$ cat src/rtl/mul_div_unit.sv
// Iterative multiply/divide unit: one operand bit per clock, WIDTH RUN cycles, done pulse in cycle WIDTH+1.
// Optional build macro MULDIV_SIGNED_EN enables two's-complement operation via the sign port.
module mul_div_unit #(
   parameter int WIDTH = 16
) (
   input  logic             clk,
   input  logic             reset,
   input  logic             start,
   input  logic [1:0]       op,
   input  logic             sign,
   input  logic [WIDTH-1:0] a,
   input  logic [WIDTH-1:0] b,
   output logic             busy,
   output logic             done,
   output logic [WIDTH-1:0] result,
   output logic             carry,
   output logic             div_zero
);

   localparam int CNT_W = (WIDTH > 1) ? $clog2(WIDTH) : 1;
   localparam logic [CNT_W-1:0] CNT_LAST = CNT_W'(WIDTH - 1);
   localparam logic [CNT_W-1:0] CNT_ONE  = CNT_W'(1);
   localparam logic [WIDTH-1:0] MIN_VAL  = {1'b1, {(WIDTH-1){1'b0}}};

   typedef enum logic [1:0] {
      IDLE = 2'd0,
      RUN  = 2'd1,
      DONE = 2'd2
   } state_t;

   state_t             state_q, state_d;
   logic [CNT_W-1:0]   cnt_q, cnt_d;
   logic [1:0]         op_q, op_d;
   logic [WIDTH-1:0]   b_q, b_d;
   logic [WIDTH-1:0]   acc_q, acc_d;
   logic [WIDTH-1:0]   mq_q, mq_d;
   logic               neg_q_q, neg_q_d;
   logic               neg_r_q, neg_r_d;
   logic               ovf_q, ovf_d;
   logic [WIDTH-1:0]   result_q, result_d;
   logic               carry_q, carry_d;
   logic               dz_q, dz_d;

   logic               sgn_in;
   logic               a_neg, b_neg;
   logic [WIDTH-1:0]   a_mag, b_mag;

   logic [WIDTH:0]     mul_sum;
   logic [WIDTH-1:0]   mul_acc_n, mul_mq_n;
   logic [WIDTH:0]     div_shift;
   logic [WIDTH+1:0]   div_diff;
   logic [WIDTH-1:0]   div_acc_n, div_mq_n;
   logic [WIDTH-1:0]   step_acc, step_mq;

   logic [2*WIDTH-1:0] prod_mag, prod_fin;
   logic [WIDTH-1:0]   quo_fin, rem_fin;

`ifdef MULDIV_SIGNED_EN
   assign sgn_in = sign;
`else
   logic unused_sign;
   assign unused_sign = sign;
   assign sgn_in      = 1'b0;
`endif

   // Operands are iterated as magnitudes; the sign is reapplied on the way out.
   assign a_neg = sgn_in & a[WIDTH-1];
   assign b_neg = sgn_in & b[WIDTH-1];
   assign a_mag = a_neg ? -a : a;
   assign b_mag = b_neg ? -b : b;

   // Shift-add multiply: {acc, mq} holds the partial product, mq starts as the multiplier.
   always_comb begin
      mul_sum   = {1'b0, acc_q} + (mq_q[0] ? {1'b0, b_q} : {(WIDTH+1){1'b0}});
      mul_acc_n = mul_sum[WIDTH:1];
      mul_mq_n  = {mul_sum[0], mq_q[WIDTH-1:1]};
   end

   // Restoring divide: acc is the partial remainder, mq shifts dividend out and quotient in.
   always_comb begin
      div_shift = {acc_q, mq_q[WIDTH-1]};
      div_diff  = {1'b0, div_shift} - {2'b00, b_q};
      if (!div_diff[WIDTH+1]) begin
         div_acc_n = div_diff[WIDTH-1:0];
         div_mq_n  = {mq_q[WIDTH-2:0], 1'b1};
      end else begin
         div_acc_n = div_shift[WIDTH-1:0];
         div_mq_n  = {mq_q[WIDTH-2:0], 1'b0};
      end
   end

   always_comb begin
      step_acc = op_q[1] ? div_acc_n : mul_acc_n;
      step_mq  = op_q[1] ? div_mq_n  : mul_mq_n;
      prod_mag = {mul_acc_n, mul_mq_n};
      prod_fin = neg_q_q ? -prod_mag : prod_mag;
      quo_fin  = neg_q_q ? -div_mq_n : div_mq_n;
      rem_fin  = neg_r_q ? -div_acc_n : div_acc_n;
   end

   always_comb begin
      state_d  = state_q;
      cnt_d    = cnt_q;
      op_d     = op_q;
      b_d      = b_q;
      acc_d    = acc_q;
      mq_d     = mq_q;
      neg_q_d  = neg_q_q;
      neg_r_d  = neg_r_q;
      ovf_d    = ovf_q;
      result_d = result_q;
      carry_d  = carry_q;
      dz_d     = dz_q;

      case (state_q)
         IDLE, DONE: begin
            state_d = IDLE;
            if (start) begin
               op_d    = op;
               b_d     = b_mag;
               acc_d   = '0;
               mq_d    = a_mag;
               cnt_d   = '0;
               neg_q_d = a_neg ^ b_neg;
               neg_r_d = a_neg;
               ovf_d   = sgn_in & op[1] & (a == MIN_VAL) & (&b);
               dz_d    = 1'b0;
               if (op[1] && (b == '0)) begin
                  // Divide by zero bypasses iteration entirely.
                  state_d  = DONE;
                  result_d = op[0] ? a : '1;
                  carry_d  = 1'b1;
                  dz_d     = 1'b1;
               end else begin
                  state_d = RUN;
               end
            end
         end
         RUN: begin
            acc_d = step_acc;
            mq_d  = step_mq;
            cnt_d = cnt_q + CNT_ONE;
            if (cnt_q == CNT_LAST) begin
               state_d = DONE;
               case (op_q)
                  2'b00: begin
                     result_d = prod_fin[WIDTH-1:0];
                     carry_d  = |prod_fin[2*WIDTH-1:WIDTH];
                  end
                  2'b01: begin
                     result_d = prod_fin[2*WIDTH-1:WIDTH];
                     carry_d  = 1'b0;
                  end
                  2'b10: begin
                     result_d = quo_fin;
                     carry_d  = ovf_q;
                  end
                  default: begin
                     result_d = rem_fin;
                     carry_d  = ovf_q;
                  end
               endcase
            end
         end
         default: state_d = IDLE;
      endcase
   end

   always_ff @(posedge clk) begin
      if (reset) begin
         state_q  <= IDLE;
         cnt_q    <= '0;
         op_q     <= '0;
         b_q      <= '0;
         acc_q    <= '0;
         mq_q     <= '0;
         neg_q_q  <= 1'b0;
         neg_r_q  <= 1'b0;
         ovf_q    <= 1'b0;
         result_q <= '0;
         carry_q  <= 1'b0;
         dz_q     <= 1'b0;
      end else begin
         state_q  <= state_d;
         cnt_q    <= cnt_d;
         op_q     <= op_d;
         b_q      <= b_d;
         acc_q    <= acc_d;
         mq_q     <= mq_d;
         neg_q_q  <= neg_q_d;
         neg_r_q  <= neg_r_d;
         ovf_q    <= ovf_d;
         result_q <= result_d;
         carry_q  <= carry_d;
         dz_q     <= dz_d;
      end
   end

   assign busy     = (state_q == RUN);
   assign done     = (state_q == DONE);
   assign result   = result_q;
   assign carry    = carry_q;
   assign div_zero = dz_q;

endmodule

$ cat config.mk
export PLATFORM = sky130hd
export DESIGN_NAME = mul_div_unit
export DESIGN_NICKNAME = d
export VERILOG_FILES = /design/src/rtl/mul_div_unit.sv
export SDC_FILE = /design/constraint.sdc
export NUM_CORES = 1
export LEC_CHECK = 0
export ABC_AREA = 1
export ABC_CLOCK_PERIOD_IN_PS = 3720
export BUFFER_PORTS_ARGS = -buffer_cell sky130_fd_sc_hd__clkbuf_2
export CAP_MARGIN = 20
export CORE_AREA = 2 2 178 93
export DETAILED_ROUTE_END_ITERATION = 8
export DIE_AREA = 0 0 180 95
export HOLD_SLACK_MARGIN = 0.06
export MAX_ROUTING_LAYER = met4
export SYNTH_ARGS = -nofsm -noshare
export SYNTH_HDL_FRONTEND = slang
export SYNTH_SLANG_ARGS = --single-unit
$ cat constraint.sdc
create_clock -name clk -period 3.72 [get_ports clk]
set_clock_uncertainty 0.05 [all_clocks]
set_input_delay 0 -clock clk [delete_from_list [all_inputs] [get_ports clk]]
set_output_delay 0 -clock clk [all_outputs]
set_load 0.01 [all_outputs]
After elaboration in Yosys (flattened, before gate mapping):

Cells that the tools add are included.

* input bits: 38
* output and inout bits: 20
* register bits after elaboration: 74

* reductions and logical operators: 10
* muxes and demuxes: 27
* add/subtract/negate cells: 3
* equality and inequality tests: 8

Operators by type and width (count)
* 2-to-1 mux 16 bit: 10
* one-hot mux 16 bit (2 select lines): 3
* one-hot mux 16 bit (3 select lines): 1
* subtractor 17 x 16 -> 18 bit: 1
* adder 16 x 16 -> 17 bit: 1
* zero test 16 bit: 1
* OR reduction 16 bit: 1
* one-hot mux 4 bit (2 select lines): 1
* 2-to-1 mux 1 bit: 6
* 2-to-1 mux 2 bit: 3
* adder 4 x 1 -> 4 bit (second input constant): 1
* equality test 2 x 1 -> 1 bit (second input constant): 2
* equality test 2 bit (second input constant): 2
* equality test 4 bit (second input constant): 1
* zero test 2 bit: 2
* 2-to-1 mux 4 bit: 1
* != test 2 bit (second input constant): 2
* one-hot mux 2 bit (2 select lines): 1
* AND reduction 2 bit: 2
* AND reduction 4 bit: 1
* != test 2 x 1 -> 1 bit (second input constant): 1
* one-hot mux 1 bit (2 select lines): 1
* nonzero test 2 bit: 1
* OR reduction 2 bit: 1
* logical AND 1 bit: 1

Logic depth before layout (Yosys ltp):

* word-level depth: 6
* gate-level depth with buffers: 18
* mapped depth without buffers: 16

Least setup slack after synthesis:

OpenSTA, ideal clock, no wires.

* kind: reg-to-reg
* start point: register mq_q[0]
* end point: register carry_q (netlist: carry)
* library setup time: 0.119 ns
* cell stages (with the launch flop): 17
* arrival: 2.233 ns
* data required time: 3.551 ns
* clock period less this slack: 2.402 ns
* setup slack: 1.318 ns
* cells stage by stage: dfxtp_1 -> clkbuf_1 -> clkbuf_1 -> nand2_1 -> inv_1 -> ha_1 -> fa_1 -> nand3_1 -> nand2_1 -> nand2_1 -> nand2_1 -> a21oi_1 -> nand3_1 -> nor2_1 -> nand3_1 -> nand2_1 -> a21oi_1

* cells in the longest elaborated chain, start to end: 6

Ends and longest elaborated chain
* from (decl): line 36 `logic [WIDTH-1:0] mq_q, mq_d;`
* from (signal assigned): line 189 `mq_q <= mq_d;`
* 2-to-1 mux 16 bit: line 74 `mul_sum = {1'b0, acc_q} + (mq_q[0] ? {1'b0, b_q} : {(WIDTH+1){1'b0}});`
* adder 16 x 16 -> 17 bit: line 74
* OR reduction 16 bit: line 148 `carry_d = |prod_fin[2*WIDTH-1:WIDTH];`
* 2-to-1 mux 1 bit
* 2-to-1 mux 1 bit: line 143 `if (cnt_q == CNT_LAST) begin`
* one-hot mux 1 bit (2 select lines): line 115 `case (state_q)`
* to (signal assigned): line 194 `carry_q <= carry_d;`
* to (decl): line 41 `logic carry_q, carry_d;`

Every way passes these cells. The select of a mux whose other input is x is not followed.
A chain may end at the register's enable or synchronous reset.

Final worst setup path:

Ends and elaborated chain as after synthesis.

==> impl_metrics.json <==
{
  "first_global_vias": 5880,
  "dr.pass1.iters": 5,
  "design_area_sq_um": 7089,
  "gr-usage-all-layers_pct": 26.50,
  "drt_iter0_drc": 697,
  "grt_pass1_wl_um": 33630,
  "rows": 33,
  "yosys.area.top_type_share_pct": 24.45,
  "h-tree-depth": 3,
  "syn-cell-area_sq_um": 6060,
  "yosysWarnings": 0,
  "fin_crit_ns": 3.103,
  "clock_tree.buffer_depth": 2,
  "syn-num-nets": 1084,
  "crit_family": "simple AND/OR/NAND/NOR gates",
  "port_buffers": 56,
  "synthSimpleGateAreaFrac_pct": 35.37,
  "end_kind": "flop",
  "path_clk_slew_ns": 0.07,
  "critPathRequiredTime_ns": 3.90,
  "vias": 6781,
  "irDropWorstVdd_mv": 0.2068,
  "synth_cell_types": 39,
  "finalHoldViolCount": 0,
  "ios": 58,
  "drv_cap": 0,
  "leakagePower_nw": 3.549,
  "worstSkewPairLatency_ns": 0.35,
  "die_area_sq_um": 17100,
  "min_path_type": "in2reg",
  "synth_top_area_cell": "dfxtp_1",
  "dp_hpwl_um": 16720,
  "worst-setup-path-type": "reg2reg",
  "antenna_found_initial": 0,
  "grt-ovfl-total": 0,
  "crit_chain": "nand2_1 > inv_1 > ha_1 > fa_1 > nand3_1 > nand2_1 > nand2_1 > nand2_1 > a21oi_1 > nand3_1 > nor2_1 > nand3_1 > nand2_1 > a21oi_1",
  "power.density_nw_per_um2": 377.5,
  "synth_compound_area_share_pct": 18.56,
  "arrival_ns": 3.28,
  "tightest_slew_ns": 0.9427,
  "hold_ws_ns": 0.07216,
  "numCtsBuffers": 9,
  "grt_max_degree": 44,
  "syn_area_per_cell_sq_um": 5.994,
  "post_dp_cell_area_sq_um": 6474,
  "status": "finished clean",
  "tns_ns": 0,
  "viasPerCell": 5.257,
  "slew_headroom_pct": 37.09,
  "timing.final.max_slew_violations": 0,
  "routed_wl_um": 21430,
  "syn_inst": 1011,
  "final_core_util_pct": 45.06,
  "max_stage_delay_ns": 0.52,
  "synth_xor_area_share_pct": 2.024,
  "die_x_um": 180,
  "rsz0062_at_grt": "no",
  "cts_resized": 0,
  "antenna_left": 0,
  "worst-path-buf-inv": 1,
  "dieHeight_um": 95,
  "stdcell_count": 1290,
  "postCtsHoldBufs": 32,
  "antenna_cells": 0,
  "slowest_stage": "dfxtp_1",
  "worstSetupStartpointType": "flop",
  "dominantRegCellSynth": "dfxtp_1",
  "synth_top_family_by_area": "simple AND/OR/NAND/NOR gates",
  "cts_tree": "yes",
  "wl_per_cell_um": 16.61,
  "synth_most_common_cell": "nand2_1",
  "synth-edff-count": 0,
  "synth_commonest_cells": "nand2_1, inv_1, a21oi_1",
  "dp_cells": 1242,
  "synth-adder-area-share_pct": 7.475,
  "critPathMaxFanout": 18,
  "cts_setup_buffers": 0,
  "synthMuxAreaShare_pct": 0,
  "drc": 0,
  "clock-root-buffer": "clkbuf_16",
  "yosysSeqAreaShare_pct": 24.45,
  "async_flop_share_pct": 0,
  "synth_top_cells_by_area": "dfxtp_1, nand2_1, inv_1",
  "drive_gt1_share_pct": 10.56,
  "nNetsFinal": 1148,
  "numClockSinks": 74,
  "setup_viol": 0,
  "syn2layout_area_growth_pct": 16.99,
  "crit_top_cell": "nand2_1",
  "period_share_pct": 83.41,
  "coreArea_sq_um": 15730,
  "timing.fmax_mhz": 322.3,
  "start_util_pct": 38.52,
  "gp_congestion": 0.9972,
  "synth-seq-cells": 74
}
power by group:
part	switching [mW]	internal [mW]	total, mW
clock	0.431	0.472	0.903
sequential	0.0647	0.855	0.920
combinational	0.566	0.287	0.853
total	1.06	1.61	2.68
sequential cells by signal, indices dropped and copies added (netlist names), 2 cells and up:
name / cells
acc_q: 16
cnt_q: 4
state_q: 2
op_q: 2
result: 16
mq_q: 16
b_q: 16
through the flow:
step | worst slack [ns] | power, mW
4_1_cts | 0.7185 | 2.659
5_1_grt | 0.4391 | 2.822
3_3_place_gp | 0.7829 | 1.734
6_report | 0.6173 | 2.676
2_1_floorplan | 1.318 | 1.506
3_5_place_dp | 0.7420 | 1.737
final cells by class:
type	instances	area (sq um)
timing repair buffer	96	660.6
fill	1679	8642
clock inverter	7	70.07
tap	210	262.8
sequential	74	1481
inverter	144	540.5
multi-input combinational	750	3849
clock buffer	9	225.2
worst register-to-register path, stage by stage, from the launching register on:
cell,delay [ns]
dfxtp_1,0.52
nand2_1,0.14
inv_1,0.05
ha_1,0.26
fa_1,0.52
nand3_1,0.15
nand2_1,0.16
nand2_1,0.10
nand2_1,0.09
a21oi_1,0.47
nand3_1,0.14
nor2_1,0.12
nand3_1,0.09
nand2_1,0.08
a21oi_1,0.06
per-layer routing:
metal	up-vias	part of all wire [%]	GRT usage (%)	wire length, um
met1	3030	54	43.20	11610
li1	3415	-	-	-
met4	0	0.31	2.439	66
met5	-	0	-	0
met2	324	33	31.03	7064
met3	12	13	7.019	2689
placed cells by master, fill, tap and decap left out, types with 7 or more instances in the layout:
cell type,instances
nand2_1,278
xor2_1,8
nor2_1,67
a21oi_1,101
dlygate4sd3_1,32
o21ai_0,66
and2_1,7
clkbuf_2,56
dfxtp_1,74
nand3b_1,8
nand3_1,95
clkbuf_16,9
o211ai_1,18
nand4_1,7
inv_1,140
or2_2,15
buf_4,8
ha_1,33
cells by family (layout without fill, tap and decap cells):
kind of cell / after synthesis / after routing
AND/OR/NAND/NOR: 496 / 496
AO/OA/AOI/OAI: 205 / 205
flip-flops: 74 / 74
XOR/XNOR: 14 / 14
buffers and inverters: 187 / 256
adder cells (fa/ha/maj): 35 / 35
worst paths after layout:
kind                            startpoint    endpoint  slack [ns]  depth (start not counted)
worst max register to register     mq_q[0]       carry        0.62                         14
worst min register to register    cnt_q[3]    cnt_q[3]        0.42                          1
worst min-delay path                 start  state_q[0]        0.07                          5
worst max-delay path               mq_q[0]       carry        0.62                         14
(Power assumes the default switching activity.)
